<file path="src/rtl/hmm_pkg.sv">
// ----------------------------------------------------------------------------
// hmm_pkg: shared constants, types and fixed-point multiply for the beta engine.
// Rev 1.0
// ----------------------------------------------------------------------------
`default_nettype none

package hmm_pkg;

  localparam int HIDDEN_STATES   = 2;
  localparam int OBSERVED_STATES = 2;
  localparam int OBSERVED_LEN    = 3;
  localparam int DATA_PREC       = 8;

  localparam int H_W   = (HIDDEN_STATES > 1) ? $clog2(HIDDEN_STATES) : 1;
  localparam int OBS_W = (OBSERVED_STATES > 1) ? $clog2(OBSERVED_STATES) : 1;
  localparam int T_W   = (OBSERVED_LEN > 1) ? $clog2(OBSERVED_LEN) : 1;

  typedef logic [DATA_PREC-1:0] prob_t;
  typedef logic [OBS_W-1:0]     obs_t;
  typedef logic [H_W-1:0]       hidx_t;
  typedef logic [T_W-1:0]       tidx_t;

  typedef prob_t [HIDDEN_STATES-1:0][HIDDEN_STATES-1:0]   trans_t;
  typedef prob_t [HIDDEN_STATES-1:0][OBSERVED_STATES-1:0] emm_t;
  typedef obs_t  [OBSERVED_LEN-1:0]                       obs_seq_t;

  localparam prob_t PROB_ONE = '1;

  typedef enum logic [2:0] {
    S_IDLE = 3'd0,
    S_INIT = 3'd1,
    S_MAC  = 3'd2,
    S_EMIT = 3'd3,
    S_DONE = 3'd4
  } beta_state_t;

  // Q0.DATA_PREC product, truncated back to DATA_PREC bits
  function automatic prob_t mul_q(input prob_t a, input prob_t b);
    logic [2*DATA_PREC-1:0] p;
    p = {{DATA_PREC{1'b0}}, a} * {{DATA_PREC{1'b0}}, b};
    return prob_t'(p >> DATA_PREC);
  endfunction

endpackage

`default_nettype wire

</file>
<file path="src/rtl/hmm_beta_engine_if.sv">
// ----------------------------------------------------------------------------
// hmm_beta_engine_if: control, model inputs and beta stream of the beta engine.
// Rev 1.0
// ----------------------------------------------------------------------------
`default_nettype none

interface hmm_beta_engine_if;
  import hmm_pkg::*;

  logic     start;
  obs_seq_t observed_seq;
  trans_t   trans;
  emm_t     emm;
  logic     busy;
  logic     done;
  logic     beta_valid;
  logic     beta_ready;
  tidx_t    beta_t;
  hidx_t    beta_i;
  prob_t    beta_data;

  modport master (
    input  start, observed_seq, trans, emm, beta_ready,
    output busy, done, beta_valid, beta_t, beta_i, beta_data
  );

  modport slave (
    output start, observed_seq, trans, emm, beta_ready,
    input  busy, done, beta_valid, beta_t, beta_i, beta_data
  );

endinterface

`default_nettype wire

</file>
<file path="src/rtl/hmm_mac.sv">
// ----------------------------------------------------------------------------
// hmm_mac: accumulates trans*emm*beta_next; HMM_BETA_SAT_EN makes the add saturate.
// Rev 1.0
// ----------------------------------------------------------------------------
`default_nettype none

module hmm_mac
  import hmm_pkg::*;
(
  input  logic  clk,
  input  logic  rst_n,
  input  logic  clr,
  input  logic  en,
  input  prob_t trans_val,
  input  prob_t emm_val,
  input  prob_t beta_val,
  output prob_t acc
);

  prob_t term;
  prob_t base;
  prob_t acc_nxt;
`ifdef HMM_BETA_SAT_EN
  logic [DATA_PREC:0] sum;
`endif

  always_comb begin
    term = mul_q(mul_q(trans_val, emm_val), beta_val);
    base = clr ? '0 : acc;
`ifdef HMM_BETA_SAT_EN
    sum     = {1'b0, base} + {1'b0, term};
    acc_nxt = sum[DATA_PREC] ? PROB_ONE : sum[DATA_PREC-1:0];
`else
    acc_nxt = base + term;
`endif
  end

  always_ff @(posedge clk or negedge rst_n) begin
    if (!rst_n) begin
      acc <= '0;
    end else if (en) begin
      acc <= acc_nxt;
    end
  end

endmodule

`default_nettype wire

</file>
<file path="src/rtl/hmm_beta_engine.sv">
// ----------------------------------------------------------------------------
// hmm_beta_engine: sequential HMM backward pass, betas streamed t descending.
// Rev 1.0 -- accumulation mode follows HMM_BETA_SAT_EN (see hmm_mac).
// ----------------------------------------------------------------------------
`default_nettype none

module hmm_beta_engine
  import hmm_pkg::*;
(
  input  logic              clk,
  input  logic              rst_n,
  hmm_beta_engine_if.master bus
);

  localparam hidx_t H_LAST = hidx_t'(HIDDEN_STATES - 1);
  localparam tidx_t T_LAST = tidx_t'(OBSERVED_LEN - 1);

  beta_state_t state;
  beta_state_t state_nxt;
  tidx_t       t_cnt;
  hidx_t       i_cnt;
  hidx_t       j_cnt;
  logic        sel;
  prob_t       layer_buf [2][HIDDEN_STATES];
  prob_t       acc;
  obs_t        obs_next;
  logic        valid;
  logic        hs;
  logic        last_i;
  logic        last_j;
  logic        last_t;

  assign valid    = (state == S_INIT) || (state == S_EMIT);
  assign hs       = valid && bus.beta_ready;
  assign last_i   = (i_cnt == H_LAST);
  assign last_j   = (j_cnt == H_LAST);
  assign last_t   = (t_cnt == '0);
  assign obs_next = bus.observed_seq[t_cnt + tidx_t'(1)];

  always_ff @(posedge clk or negedge rst_n) begin
    if (!rst_n) begin
      state <= S_IDLE;
    end else begin
      state <= state_nxt;
    end
  end

  always_comb begin
    state_nxt = state;
    case (state)
      S_IDLE: if (bus.start) state_nxt = S_INIT;
      S_INIT: if (hs && last_i) state_nxt = (OBSERVED_LEN > 1) ? S_MAC : S_DONE;
      S_MAC:  if (last_j) state_nxt = S_EMIT;
      S_EMIT: if (hs) state_nxt = (last_i && last_t) ? S_DONE : S_MAC;
      S_DONE: state_nxt = S_IDLE;
      default: state_nxt = S_IDLE;
    endcase
  end

  // layer_buf[sel] holds beta_{t+1}; the layer being produced goes to layer_buf[~sel]
  always_ff @(posedge clk or negedge rst_n) begin
    if (!rst_n) begin
      t_cnt     <= '0;
      i_cnt     <= '0;
      j_cnt     <= '0;
      sel       <= 1'b0;
      layer_buf <= '{default: '0};
    end else begin
      case (state)
        S_IDLE: begin
          if (bus.start) begin
            t_cnt <= T_LAST;
            i_cnt <= '0;
            j_cnt <= '0;
          end
        end
        S_INIT: begin
          if (hs) begin
            layer_buf[~sel][i_cnt] <= PROB_ONE;
            if (last_i) begin
              i_cnt <= '0;
              sel   <= ~sel;
              if (!last_t) t_cnt <= t_cnt - tidx_t'(1);
            end else begin
              i_cnt <= i_cnt + hidx_t'(1);
            end
          end
        end
        S_MAC: begin
          j_cnt <= last_j ? '0 : j_cnt + hidx_t'(1);
        end
        S_EMIT: begin
          if (hs) begin
            layer_buf[~sel][i_cnt] <= acc;
            if (last_i) begin
              i_cnt <= '0;
              if (!last_t) begin
                sel   <= ~sel;
                t_cnt <= t_cnt - tidx_t'(1);
              end
            end else begin
              i_cnt <= i_cnt + hidx_t'(1);
            end
          end
        end
        default: ;
      endcase
    end
  end

  hmm_mac u_mac (
    .clk       (clk),
    .rst_n     (rst_n),
    .clr       ((state == S_MAC) && (j_cnt == '0)),
    .en        (state == S_MAC),
    .trans_val (bus.trans[i_cnt][j_cnt]),
    .emm_val   (bus.emm[j_cnt][obs_next]),
    .beta_val  (layer_buf[sel][j_cnt]),
    .acc       (acc)
  );

  assign bus.busy       = (state == S_INIT) || (state == S_MAC) || (state == S_EMIT);
  assign bus.done       = (state == S_DONE);
  assign bus.beta_valid = valid;
  assign bus.beta_t     = t_cnt;
  assign bus.beta_i     = i_cnt;
  assign bus.beta_data  = (state == S_INIT) ? PROB_ONE : acc;

endmodule

`default_nettype wire

</file>
<file path="src/flat_wrapper.sv">
// flat-port wrapper written by rule: the top's interface ports become plain ports
module hmm_beta_engine_flat import hmm_pkg::*;
  (clk, rst_n, bus_start, bus_observed_seq, bus_trans, bus_emm, bus_beta_ready, bus_busy, bus_done, bus_beta_valid, bus_beta_t, bus_beta_i, bus_beta_data);
  hmm_beta_engine_if bus_i ();
  input  logic clk;
  input  logic rst_n;
  input wire logic [$bits(bus_i.start)-1:0] bus_start;
  input wire logic [$bits(bus_i.observed_seq)-1:0] bus_observed_seq;
  input wire logic [$bits(bus_i.trans)-1:0] bus_trans;
  input wire logic [$bits(bus_i.emm)-1:0] bus_emm;
  input wire logic [$bits(bus_i.beta_ready)-1:0] bus_beta_ready;
  output wire logic [$bits(bus_i.busy)-1:0] bus_busy;
  output wire logic [$bits(bus_i.done)-1:0] bus_done;
  output wire logic [$bits(bus_i.beta_valid)-1:0] bus_beta_valid;
  output wire logic [$bits(bus_i.beta_t)-1:0] bus_beta_t;
  output wire logic [$bits(bus_i.beta_i)-1:0] bus_beta_i;
  output wire logic [$bits(bus_i.beta_data)-1:0] bus_beta_data;
  assign bus_i.start = bus_start;
  assign bus_i.observed_seq = bus_observed_seq;
  assign bus_i.trans = bus_trans;
  assign bus_i.emm = bus_emm;
  assign bus_i.beta_ready = bus_beta_ready;
  assign bus_busy = bus_i.busy;
  assign bus_done = bus_i.done;
  assign bus_beta_valid = bus_i.beta_valid;
  assign bus_beta_t = bus_i.beta_t;
  assign bus_beta_i = bus_i.beta_i;
  assign bus_beta_data = bus_i.beta_data;
  hmm_beta_engine u_core (.clk(clk), .rst_n(rst_n), .bus(bus_i));
endmodule
</file>
<file path="config.mk">
export PLATFORM = sky130hd
export DESIGN_NAME = hmm_beta_engine_flat
export DESIGN_NICKNAME = d
export VERILOG_FILES = /design/src/rtl/hmm_pkg.sv /design/src/rtl/hmm_beta_engine_if.sv /design/src/rtl/hmm_mac.sv /design/src/rtl/hmm_beta_engine.sv /design/src/flat_wrapper.sv
export SDC_FILE = /design/constraint.sdc
export NUM_CORES = 1
export LEC_CHECK = 0
export CAP_MARGIN = 30
export CORE_UTILIZATION = 48
export DETAILED_ROUTE_END_ITERATION = 10
export DONT_BUFFER_PORTS = 1
export GPL_ROUTABILITY_DRIVEN = 0
export PLACE_DENSITY_LB_ADDON = 0.2
export SETUP_SLACK_MARGIN = 0.3
export SKIP_CTS_REPAIR_TIMING = 1
export SLEW_MARGIN = 20
export SYNTH_ARGS = -nofsm -noshare
export SYNTH_HDL_FRONTEND = slang
export SYNTH_HIERARCHICAL = 1
export SYNTH_SLANG_ARGS = --single-unit
</file>
<file path="constraint.sdc">
create_clock -name clk -period 18.3 [get_ports clk]
set_input_delay 0.915 -clock clk [delete_from_list [all_inputs] [get_ports clk]]
set_output_delay 0.915 -clock clk [all_outputs]
set_load 0.02 [all_outputs]
</file>
# --- Yosys cells after proc, flatten, opt, wreduce, memory -nomap -nowiden ---
# Index checks and enable logic that the tools add are counted.
totals:
  ff_bits: 48
  output_inout_bits: 14
classes:
  n_reduce_logical: 21
  n_mux: 49
  addsub: 5
  multipliers: 2
  magnitude_cmp: 10
  n_eq_ne: 15
  n_bitwise: 7
ops:
  columns: ["cell", "count"]
  rows:
  - ["2-to-1 mux 16 bit", 8]
  - ["2-to-1 mux 8 bit", 10]
  - ["2-to-1 mux 32 bit", 2]
  - ["case mux 32 bit (2 select lines)", 1]
  - ["bitwise mux 32 bit", 1]
  - ["multiplier 8 x 8 -> 16 bit", 2]
  - ["OR 32 bit", 1]
  - ["demux 16 bit (select 1 bit)", 1]
  - ["2-to-1 mux 3 bit", 5]
  - ["!= test 2 x 1 -> 1 bit (second input constant)", 7]
  - ["case mux 3 bit (4 select lines)", 1]
  - ["2-to-1 mux 1 bit", 10]
  - ["adder 8 bit", 1]
  - ["demux 8 bit (select 1 bit)", 1]
  - ["greater-or-equal comparator 2 bit (second input constant)", 4]
  - ["2-to-1 mux 2 bit", 4]
  - ["!= test 2 bit (second input constant)", 4]
  - ["inverter 1 -> 2 bit", 4]
  - ["== test 3 x 2 -> 1 bit (second input constant)", 2]
  - ["logical AND 1 bit", 6]
  - ["< comparator 1 x 2 -> 1 bit (second input constant)", 3]
  - ["case mux 1 bit (2 select lines)", 3]
  - ["AND reduction 3 bit", 2]
  - ["AND reduction 6 bit", 1]
  - ["other kinds (18)", 25]

# --- Longest topological paths before layout ---
depth:
  word_depth: 10
  mapped_depth: 48

# --- By module ---
# The synthesis kept the hierarchy.
by_module_without_submodules:
  columns: ["module", "cells_each", "area_each_um2", "instances", "seq_area_each_um2"]
  rows:
  - ["hmm_mac", 518, 4559.4, 1, 200.2]
  - ["hmm_beta_engine", 254, 2626.3, 1, 1001.0]

# --- Least setup slack after synthesis ---
# OpenSTA, ideal clock, no wires.
synth_path:
  path_kind: "register to register"
  startpoint: "register u_core.t_cnt[0] (netlist: u_core/bus.beta_t[0])"
  endpoint: "register u_core.u_mac.acc[7]"
  stages_incl_launch_ff: 40
  n_path_buf: 1
  required_time_ns: 18.163
  path_slack_ns: 7.399
  t_arrival_ns: 10.764
  cell_sequence: "dfrtp_1 inv_1 ha_1 mux2i_4 buf_12 mux2i_1 a221oi_1 and2_1 fa_1 fa_1 fa_1 inv_1 fa_1 inv_1 ha_1 and3_1 a211oi_2 o211ai_1 [4 not listed] fa_1 inv_1 fa_1 fa_1 ha_1 nand2_1 or4b_4 a31oi_2 o211ai_2 mux2_4 xor2_1 ha_1 or2_2 a21oi_1 nor3b_1 o211ai_1 o311a_1 o211ai_1"
synth_via:
  elab_chain_len: 8
synth_rtl:
  columns: ["item", "line_no", "source"]
  rows:
  - ["start, declared", "hmm_beta_engine.sv:20", "tidx_t t_cnt;"]
  - ["start signal, assigned", "hmm_beta_engine.sv:83", "if (!last_t) t_cnt <= t_cnt - tidx_t'(1);"]
  - ["start signal, assigned", "hmm_beta_engine.sv:99", "t_cnt <= t_cnt - tidx_t'(1);"]
  - ["adder 2 x 1 -> 2 bit", "hmm_beta_engine.sv:38", "assign obs_next = bus.observed_seq[t_cnt + tidx_t'(1)];"]
  - ["binary-select mux 1 bit (select 2 bit)", "hmm_beta_engine.sv:38", null]
  - ["2-to-1 mux 1 bit (not written as such)", "hmm_beta_engine.sv:38", null]
  - ["2-to-1 mux 8 bit (not written as such) (2 in series)", "hmm_beta_engine.sv:117", ".emm_val (bus.emm[j_cnt][obs_next]),"]
  - ["multiplier 8 x 8 -> 16 bit (2 in series)", "hmm_pkg.sv:40", "p = {{DATA_PREC{1'b0}}, a} * {{DATA_PREC{1'b0}}, b};"]
  - ["adder 8 bit", "hmm_mac.sv:34", "acc_nxt = base + term;"]
  - ["end signal, assigned", "hmm_mac.sv:42", "acc <= acc_nxt;"]
  - ["end, declared", "hmm_mac.sv:17", "output prob_t acc"]
# Every way passes these cells. The select of a mux whose other input is x is not followed.
# A chain may end at the register's enable or synchronous reset.

# --- Final worst setup path ---
# Ends and elaborated chain as after synthesis.

==> impl_metrics.tcl <==
set metrics [dict create \
    fillers 1305 \
    setup_tns_ps 0 \
    diodes 0 \
    clkLatencyLatePin_ps 290 \
    worstSetupEndpointType "flip-flop" \
    worst_slack_ps 5909 \
    first_pass_iters 4 \
    cap_violations 0 \
    die_h_um 124.4 \
    ios 85 \
    skew_ps 5.646 \
    syn2layout_area_growth_pct 4.284 \
    antenna_found_initial 0 \
    ys_async_sr_fraction_pct 100.0 \
    min_path_type "primary input to asynchronous set/reset pin" \
    post-route-drc-count 0 \
    synth-main-ff-cell "dfrtp_1" \
    placed_area_um2 7317 \
    final_common_cell "inv_1" \
    layout_common_cells "104 x inv_1, 84 x and2_1, 74 x ha_1, 71 x fa_1, 61 x nand2_1" \
    fin_nets 980 \
    arrival_ps 12600 \
    grt_pass1_vias 5682 \
    die_area_um2 15460 \
    clkTransAtPathRegs_ps 60 \
    wl_met1_um 7268 \
    rsz0062_at_grt "false" \
    pre_cts_slack_ps 6030 \
    ys_seq_elements 48 \
    drt_iter0_drc 250 \
    cts_tree "built" \
    outcome "finished clean" \
    path_class "flip-flop to flip-flop" \
    via_count 5421 \
    cp_slowest_cell "a221oi_1" \
    avgSynthCellArea_um2 9.308 \
    grt_max_degree 49 \
    start_util_pct 49.25 \
    drive_above_1_share_pct 7.059 \
    synth_edf_count 0 \
    ys_seq_area_share_pct 16.72 \
    yosysWarnings 6 \
    syn_inst 772 \
    ys_types 59 \
    hold_viol 0 \
    worstPathRequired_ps 18510 \
    routed.top_layer "met4" \
    via_per_inst 5.712 \
    die_w_um 124.4 \
    place_hpwl_um 13320 \
    final_cells 949 \
    cts_htree_levels 2 \
    path_max_fanout 16 \
    row_count 44 \
    fin_crit_ps 12390 \
    finalInstanceArea_um2 7493 \
    multi_input_area_um2 5473 \
    regArea_um2 1201 \
    overflow 0 \
    clk_path_buf_depth 2 \
    critical_path.most_common_cell "fa_1" \
    maxSlewHeadroom_pct 34.11 \
    drv_slew 0 \
    numCtsBuffers 5 \
    grt_pass1_wl_um 28520 \
    routed_wl_um 16490 \
    gr-usage-all-layers_pct 22.52 \
    syn-num-nets 988 \
    wl_per_cell_um 17.38 \
    worstMarginPinSlew_ps 988.3 \
    cts_sinks 48 \
    cts-root-buf "clkbuf_16" \
    core-area_um2 14590 \
    synthesis.area_um2 7186 \
    wl_met2_um 8079 \
    min_period_over_period_pct 67.71 \
    io_buffers 0 \
    setup_viol 0 \
    timing.fmax_mhz 80.70 \
    route.met3.wl_um 750 \
    start_kind "flip-flop" \
    dp.cells 939 \
    ant_nets 0 \
    slowest_delay_ps 880 \
]
final cells by class:
| cell class | count | area share [%] |
|---|---|---|
| sequential | 48 | 16.03 |
| tap | 184 | 3.072 |
| timing repair buffer | 5 | 0.4675 |
| clock inverter | 2 | 0.4675 |
| inverter | 104 | 5.210 |
| multi-input combinational | 600 | 73.03 |
| clock buffer | 6 | 1.720 |
critical path: cells and delay by family, from the launching register on:
kind            cells  cell delay (ps)
fa+ha+maj          12             5460
compound gates     12             3140
simple gates        7             1570
mux                 2              900
flops               1              510
xor+xnor            2              490
buf+inv             3              230
cell usage after synthesis, drive strengths merged, types with 16 or more instances:
library cell | count | area share (%)
inv | 104 | 5.4
and2 | 84 | 7.3
ha | 74 | 13
fa | 71 | 20
nand2 | 61 | 3.2
dfrtp | 48 | 17
nor2 | 42 | 2.2
mux2i | 38 | 5.5
a21oi | 35 | 2.4
o21ai | 30 | 2.1
nor2b | 17 | 1.5
mux4 | 16 | 5.0
final timing paths:
check                      slack, ps                        startpoint                                to  cells past startpoint
max                             5910  u_core/bus.beta_t[0]$_DFFE_PN0P_   u_core/u_mac/acc[7]$_DFFE_PN0P_                     38
min                              320                             rst_n   u_core/u_mac/acc[7]$_DFFE_PN0P_                      0
max reg2reg                     5910  u_core/bus.beta_t[0]$_DFFE_PN0P_   u_core/u_mac/acc[7]$_DFFE_PN0P_                     38
min reg2reg                      480  u_core/layer_buf[18]$_DFFE_PN0P_  u_core/layer_buf[18]$_DFFE_PN0P_                      2
max in group asynchronous      17890                             rst_n  u_core/bus.beta_t[0]$_DFFE_PN0P_                      0
min in group clk                 480  u_core/layer_buf[18]$_DFFE_PN0P_  u_core/layer_buf[18]$_DFFE_PN0P_                      2
kinds of logic (layout without fill, tap and decap cells):
logic type	Yosys count	after routing	synth area share (%)
xor gates and xnor gates	20	20	2.438
DFF	48	48	16.72
buffers and inverters	124	117	7.122
and+or+nand+nor	262	262	19.31
adders and majority gates	145	145	32.67
muxes	60	60	11.47
AOI/OAI and AO/OA	113	113	10.27
metal layers:
metal  GRT usage [%]  vias up
met4           7.442        0
met1           30.64     2667
met3           2.577       29
met2           37.34      155
li1                -     2570
met5               0        -
state kept, by name, indices dropped and copies added, names as in the netlist:
register,count
u_core/state,3
u_core/bus.beta_i,1
u_core/sel,1
u_core/u_mac/acc,8
u_core/j_cnt,1
u_core/layer_buf,32
u_core/bus.beta_t,2
per-stage QoR:
| stage | hold WS (ps) | util [%] |
|---|---|---|
| final | 315.2 | 51.36 |
| after global routing | 301.3 | 51.36 |
| after CTS | 306.5 | 51.28 |
| after detailed placement | 470.9 | 50.15 |
| after global placement | 459.8 | 50.10 |
| after floorplan | 444.6 | - |
Power is left out: the tool's default activity adds up to more than one toggle a clock period on the data nets, which glitch-free logic cannot reach.
